## config.mk

```make
export PLATFORM = sky130hd
export DESIGN_NAME = cnn_layer_sequencer
export DESIGN_NICKNAME = d
export VERILOG_FILES = /design/src/rtl/cnn_layer_sequencer.sv
export SDC_FILE = /design/constraint.sdc
export NUM_CORES = 1
export LEC_CHECK = 0
export BUFFER_PORTS_ARGS = -buffer_cell sky130_fd_sc_hd__buf_4
export CAP_MARGIN = 5
export CORE_ASPECT_RATIO = 0.7
export CORE_UTILIZATION = 58
export CTS_BUF_LIST = sky130_fd_sc_hd__clkbuf_8
export CTS_CLUSTER_SIZE = 25
export DETAILED_ROUTE_END_ITERATION = 8
export PLACE_DENSITY = 0.78
export SLEW_MARGIN = 30
export SYNTH_ARGS = -nofsm -noshare
export SYNTH_HDL_FRONTEND = slang
export SYNTH_SLANG_ARGS = --single-unit
export TNS_END_PERCENT = 50
```

## constraint.sdc

```tcl
create_clock -name clk_i -period 2.2 [get_ports clk_i]
set_input_delay 0.33 -clock clk_i [delete_from_list [all_inputs] [get_ports clk_i]]
set_output_delay 0.33 -clock clk_i [all_outputs]
set_load 0.01 [all_outputs]
```

## src/rtl/cnn_layer_sequencer.sv

```systemverilog
// Layer sequencer for conv -> relu -> pool -> fc -> argmax: window/address counters, valid pipes, FSM.
// Start to done is 726 cycles counting the start cycle, with fc_done already high; no backpressure, only start/abort/fc_done.
module cnn_layer_sequencer #(
  parameter int CONV_DIM   = 24,
  parameter int POOL_DIM   = 12,
  parameter int CONV_LAT   = 2,
  parameter int POOL_LAT   = 1,
  parameter int FC_TIMEOUT = 4095
) (
  input  logic       clk_i,
  input  logic       rst_ni,
  input  logic       start_i,
  input  logic       abort_i,
  input  logic       fc_done_i,
  output logic [4:0] win_x_o,
  output logic [4:0] win_y_o,
  output logic       win_valid_o,
  output logic       relu_we_o,
  output logic [9:0] relu_addr_o,
  output logic [3:0] pool_x_o,
  output logic [3:0] pool_y_o,
  output logic       pool_valid_o,
  output logic       pool_out_valid_o,
  output logic [7:0] pool_idx_o,
  output logic       fc_enable_o,
  output logic       result_load_o,
  output logic       busy_o,
  output logic       done_o,
  output logic       error_o
);

  localparam logic [2:0] S_IDLE  = 3'd0;
  localparam logic [2:0] S_CONV  = 3'd1;
  localparam logic [2:0] S_CDRN  = 3'd2;
  localparam logic [2:0] S_POOL  = 3'd3;
  localparam logic [2:0] S_PDRN  = 3'd4;
  localparam logic [2:0] S_FC    = 3'd5;
  localparam logic [2:0] S_RES   = 3'd6;

  localparam int FCW = $clog2(FC_TIMEOUT + 1);
  localparam logic [4:0]     CONV_LAST = 5'(CONV_DIM - 1);
  localparam logic [9:0]     RELU_LAST = 10'(CONV_DIM * CONV_DIM - 1);
  localparam logic [3:0]     POOL_LAST = 4'(POOL_DIM - 1);
  localparam logic [7:0]     PIDX_LAST = 8'(POOL_DIM * POOL_DIM - 1);
  localparam logic [FCW-1:0] FC_LAST   = FCW'(FC_TIMEOUT - 1);

  logic [2:0]          state_q, state_d;
  logic [4:0]          win_x_q, win_x_d, win_y_q, win_y_d;
  logic [3:0]          pool_x_q, pool_x_d, pool_y_q, pool_y_d;
  logic [9:0]          relu_addr_q, relu_addr_d;
  logic [7:0]          pool_idx_q, pool_idx_d;
  logic [FCW-1:0]      fc_cnt_q, fc_cnt_d;
  logic                fc_en_q, fc_en_d;
  logic                error_q, error_d;
  logic [CONV_LAT-1:0] conv_pipe_q, conv_pipe_d;
  logic [POOL_LAT-1:0] pool_pipe_q, pool_pipe_d;

  assign win_valid_o      = (state_q == S_CONV);
  assign pool_valid_o     = (state_q == S_POOL);
  assign relu_we_o        = conv_pipe_q[CONV_LAT-1];
  assign pool_out_valid_o = pool_pipe_q[POOL_LAT-1];
  assign win_x_o          = win_x_q;
  assign win_y_o          = win_y_q;
  assign pool_x_o         = pool_x_q;
  assign pool_y_o         = pool_y_q;
  assign relu_addr_o      = relu_addr_q;
  assign pool_idx_o       = pool_idx_q;
  // fc_enable rises combinationally with the first pooled result, then holds from the register.
  assign fc_enable_o      = fc_en_q | pool_out_valid_o;
  assign result_load_o    = (state_q == S_RES);
  assign done_o           = (state_q == S_RES);
  assign busy_o           = (state_q != S_IDLE);
  assign error_o          = error_q;

  always_comb begin
    state_d     = state_q;
    win_x_d     = win_x_q;
    win_y_d     = win_y_q;
    pool_x_d    = pool_x_q;
    pool_y_d    = pool_y_q;
    relu_addr_d = relu_addr_q;
    pool_idx_d  = pool_idx_q;
    fc_cnt_d    = fc_cnt_q;
    fc_en_d     = fc_en_q;
    error_d     = error_q;

    conv_pipe_d    = '0;
    conv_pipe_d[0] = win_valid_o;
    for (int i = 1; i < CONV_LAT; i++) conv_pipe_d[i] = conv_pipe_q[i-1];
    pool_pipe_d    = '0;
    pool_pipe_d[0] = pool_valid_o;
    for (int i = 1; i < POOL_LAT; i++) pool_pipe_d[i] = pool_pipe_q[i-1];

    if (relu_we_o && relu_addr_q != RELU_LAST) relu_addr_d = relu_addr_q + 10'd1;
    if (pool_out_valid_o && pool_idx_q != PIDX_LAST) pool_idx_d = pool_idx_q + 8'd1;
    if (pool_out_valid_o) fc_en_d = 1'b1;

    case (state_q)
      S_IDLE: begin
        if (start_i) begin
          state_d     = S_CONV;
          error_d     = 1'b0;
          relu_addr_d = '0;
          pool_idx_d  = '0;
        end
      end
      S_CONV: begin
        if (win_y_q == CONV_LAST) begin
          win_y_d = '0;
          if (win_x_q == CONV_LAST) begin
            win_x_d = '0;
            state_d = S_CDRN;
          end else begin
            win_x_d = win_x_q + 5'd1;
          end
        end else begin
          win_y_d = win_y_q + 5'd1;
        end
      end
      S_CDRN: if (relu_we_o && relu_addr_q == RELU_LAST) state_d = S_POOL;
      S_POOL: begin
        if (pool_y_q == POOL_LAST) begin
          pool_y_d = '0;
          if (pool_x_q == POOL_LAST) begin
            pool_x_d = '0;
            state_d  = S_PDRN;
          end else begin
            pool_x_d = pool_x_q + 4'd1;
          end
        end else begin
          pool_y_d = pool_y_q + 4'd1;
        end
      end
      S_PDRN: begin
        if (pool_out_valid_o && pool_idx_q == PIDX_LAST) begin
          state_d  = S_FC;
          fc_cnt_d = '0;
        end
      end
      S_FC: begin
        if (fc_done_i) begin
          state_d  = S_RES;
          fc_en_d  = 1'b0;
          fc_cnt_d = '0;
        end else if (fc_cnt_q == FC_LAST) begin
          state_d  = S_IDLE;
          error_d  = 1'b1;
          fc_en_d  = 1'b0;
          fc_cnt_d = '0;
        end else begin
          fc_cnt_d = fc_cnt_q + 1'b1;
        end
      end
      S_RES:   state_d = S_IDLE;
      default: state_d = S_IDLE;
    endcase

    // Abort flushes everything in flight but leaves a recorded timeout visible.
    if (abort_i) begin
      state_d     = S_IDLE;
      win_x_d     = '0;
      win_y_d     = '0;
      pool_x_d    = '0;
      pool_y_d    = '0;
      relu_addr_d = '0;
      pool_idx_d  = '0;
      fc_cnt_d    = '0;
      fc_en_d     = 1'b0;
      conv_pipe_d = '0;
      pool_pipe_d = '0;
      error_d     = error_q;
    end
  end

  always_ff @(posedge clk_i or negedge rst_ni) begin
    if (!rst_ni) begin
      state_q     <= S_IDLE;
      win_x_q     <= '0;
      win_y_q     <= '0;
      pool_x_q    <= '0;
      pool_y_q    <= '0;
      relu_addr_q <= '0;
      pool_idx_q  <= '0;
      fc_cnt_q    <= '0;
      fc_en_q     <= 1'b0;
      error_q     <= 1'b0;
      conv_pipe_q <= '0;
      pool_pipe_q <= '0;
    end else begin
      state_q     <= state_d;
      win_x_q     <= win_x_d;
      win_y_q     <= win_y_d;
      pool_x_q    <= pool_x_d;
      pool_y_q    <= pool_y_d;
      relu_addr_q <= relu_addr_d;
      pool_idx_q  <= pool_idx_d;
      fc_cnt_q    <= fc_cnt_d;
      fc_en_q     <= fc_en_d;
      error_q     <= error_d;
      conv_pipe_q <= conv_pipe_d;
      pool_pipe_q <= pool_pipe_d;
    end
  end

endmodule

```

==> run metrics <==
mean number of vias per cell=~5.6; area of the multi-input gates=approximately 1500 sq um; grt total ovfl=0; max-slew violation count=0; pwr dens=~690 nW/um^2; clock buffer depth=2; met1 WL=approximately 3200 microns; Synth Flop Type=dfrtp_1; Max Clk Rate=about 480 MHz; Hold Path Class=input pin to async pin; Initial Util=61.5%; number of synthesized flops with an enable pin=0; Hold Buf Count CTS=0; layout cells sized above 1=a little over a fifth; met2 wire len=2660 microns; total design power=between 2 and 2.5 mW; Synth async-reset ratio=100%; final design utilization=about three quarters; relative max-transition margin=53.3%; syn nets=approximately 340; Post-DP HPWL=~4600 microns; worst-path fanout max=5; H-tree levels=2; root buf cell=clkbuf_8; synthesized cell area=2990 sq um; Post-CTS Setup Bufs=0; fin area=approximately 3600 sq um; Layout Area Growth over Synthesis=19.8%; Yosys cell types=51; GPL Wtd Cong=around 0.86; TritonCTS Buffers=5; Buffers on Ports=49; post-route antenna net violation count=0; element type at the critical path end=flop; DRC=0; clock sinks=between 50 and 60; Crit Path Class=flop to flop; #FFs+latches synth=56; critical path data required time=2.39 ns; sequential-to-total area share from yosys stat=between 40% and 50%; Peak VDD IR=498 uV; vias in the first global route=2129; nets@finish=around 400; Least-Margin Pin Slew=0.700 ns; Max Cap Viol=0; placed cell areas=~3500 sq um; drt wl/cell=approximately 14 microns; DRT Pass-1 Iters=5; largest net degree at the start of global routing=between 50 and 60; status=completed; CTS resizes=0; die width=87.8 microns; first-pass GRT wire length=10100 microns; Total GRT Usage=between 20% and 30%; worst path cell trace=ha_1 -> and3_1 -> a311oi_1 -> a2111oi_2 -> nand3_1 -> mux2_2; slowest stage cell, crit path=a2111oi_2; die height=62.1 microns; IO Count=50; First DRT Iteration DRCs=200; Mapped Avg Cell Area=roughly 9.1 sq um; full die area=about 5500 sq um; Core ar.=about 5000 sq um; setup tns final=0 ns; Setup crit start kind=flop; initial antenna violation count=0; Routed WL=between 6000 and 7000 microns; RSZ-0062 raised after global routing=false; Core Rows=21; ant diodes=0; endpoints failing setup=0; CTS tree=yes; worst skew pair latency=about 0.30 ns; LEAKAGE=between 1.5 and 2 nW; fill count=roughly 360; Register Area=1400 sq um; endpoints failing hold=0; Cells after Synth=roughly 330; Top Metal Used=met4; crit path DAT=approximately 2.3 ns; clock skew=around 0.0047 ns; min Tclk post-route=roughly 2.1 ns; Worst-path clk slew=0.09 ns; crit share post-route=93.8%; met3 wire length=421 microns; Yosys warning count=0; DR vias=between 2000 and 3000; Largest stage delay, worst path=about 0.43 ns
[area by class of cell]
type                            instances  area share, %
Multi-Input combinational cell        247           41.0
Tap cell                               69           2.41
Clock inverter                          1          0.838
Clock buffer                            7           2.69
Inverter                               12           1.33
Sequential cell                        56           39.1
Timing Repair Buffer                   60           12.6
[path summary, 6_finish.rpt]
check,start,slack (ns),endpoint,depth (start not counted)
max,pool_idx_o[0],0.14,state_q[0],6
max reg2reg,pool_idx_o[0],0.14,state_q[0],6
max in group asynchronous,rst_ni,1.63,state_q[0],1
min,rst_ni,0.07,relu_addr_o[9],1
min in group clk_i,abort_i,0.26,conv_pipe_q[1],2
min reg2reg,conv_pipe_q[0],0.47,conv_pipe_q[1],1
[metal layers]
metal	up-vias	GRT usage (%)
met5	-	0
li1	1259	-
met1	1179	37.7
met4	0	6.79
met3	4	5.15
met2	81	35.0
[where the power goes]
group / switching (mW) / internal (mW) / leakage [nW] / total [mW]
clock: 0.311 / 0.402 / 0.0645 / 0.712
sequential: 0.0933 / 1.09 / 0.776 / 1.18
combinational: 0.317 / 0.252 / 0.830 / 0.569
total: 0.721 / 1.74 / 1.67 / 2.46
[cells in the final DEF, fill, tap and decap left out, types with 10 or more instances in the layout]
| cell type | synthesis | routed |
|---|---|---|
| buf_4 | 1 | 60 |
| dfrtp_1 | 56 | 55 |
| nor2_1 | 41 | 41 |
| nand2_1 | 39 | 39 |
| o21ai_0 | 24 | 24 |
| a21oi_1 | 19 | 19 |
| nor3_1 | 14 | 14 |
| inv_1 | 10 | 10 |
| or3_1 | 10 | 10 |
| nand3_1 | 10 | 10 |
| nand4_1 | 10 | 10 |
[worst max-delay path: cells and delay by family, from the launching register on]
| kind | cells | cell delay, ns |
|---|---|---|
| DFF | 1 | 0.42 |
| AOI/OAI and AO/OA | 2 | 0.61 |
| adders and majority gates | 1 | 0.18 |
| and+or+nand+nor | 2 | 0.45 |
| muxes | 1 | 0.30 |
[cells by family (layout without fill, tap and decap cells)]
logic type	count (synthesis)	in the layout	share of synthesized area, %
adder cells (fa/ha/maj)	8	8	3.35
multiplexers	8	8	2.72
XOR/XNOR	16	16	4.68
AO/OA/AOI/OAI	60	60	12.1
buffers and inverters	25	80	3.97
AND/OR/NAND/NOR	155	155	26.3
flip-flops	56	56	46.8
[state kept, by name, summed over array words and instances (netlist names)]
register	count
fc_en_q	1
pool_y_o	4
error_o	1
relu_addr_o	10
pool_out_valid_o	1
win_y_o	5
state_q	3
win_x_o	5
conv_pipe_q	2
pool_x_o	4
pool_idx_o	8
fc_cnt_q	12
[metrics by stage]
stage,setup WS [ns],instances,hold WS [ns]
2_1_floorplan,0.123,328,0.0344
3_3_place_gp,0.163,444,0.426
3_5_place_dp,0.105,444,0.422
4_1_cts,0.0956,452,0.0880
5_1_grt,0.0376,452,0.118
6_report,0.136,452,0.0678
[cells in the mapped netlist, types with 3 or more instances]
master / number / share of area, %
a21oi_1: 19 / 3.2
and2_1: 5 / 1.0
and3_1: 4 / 0.84
and3b_1: 3 / 0.88
buf_2: 3 / 0.50
clkbuf_1: 7 / 0.88
dfrtp_1: 56 / 47
ha_1: 8 / 3.3
inv_1: 10 / 1.3
mux2i_1: 7 / 2.3
nand2_1: 39 / 4.9
nand3_1: 10 / 1.7
nand4_1: 10 / 2.1
nor2_1: 41 / 5.1
nor2b_1: 3 / 0.63
nor3_1: 14 / 2.3
o21ai_0: 24 / 4.0
or3_1: 10 / 2.1
xnor2_1: 7 / 2.0
xor2_1: 9 / 2.6
Note: power is estimated with default switching activity, not from simulation.
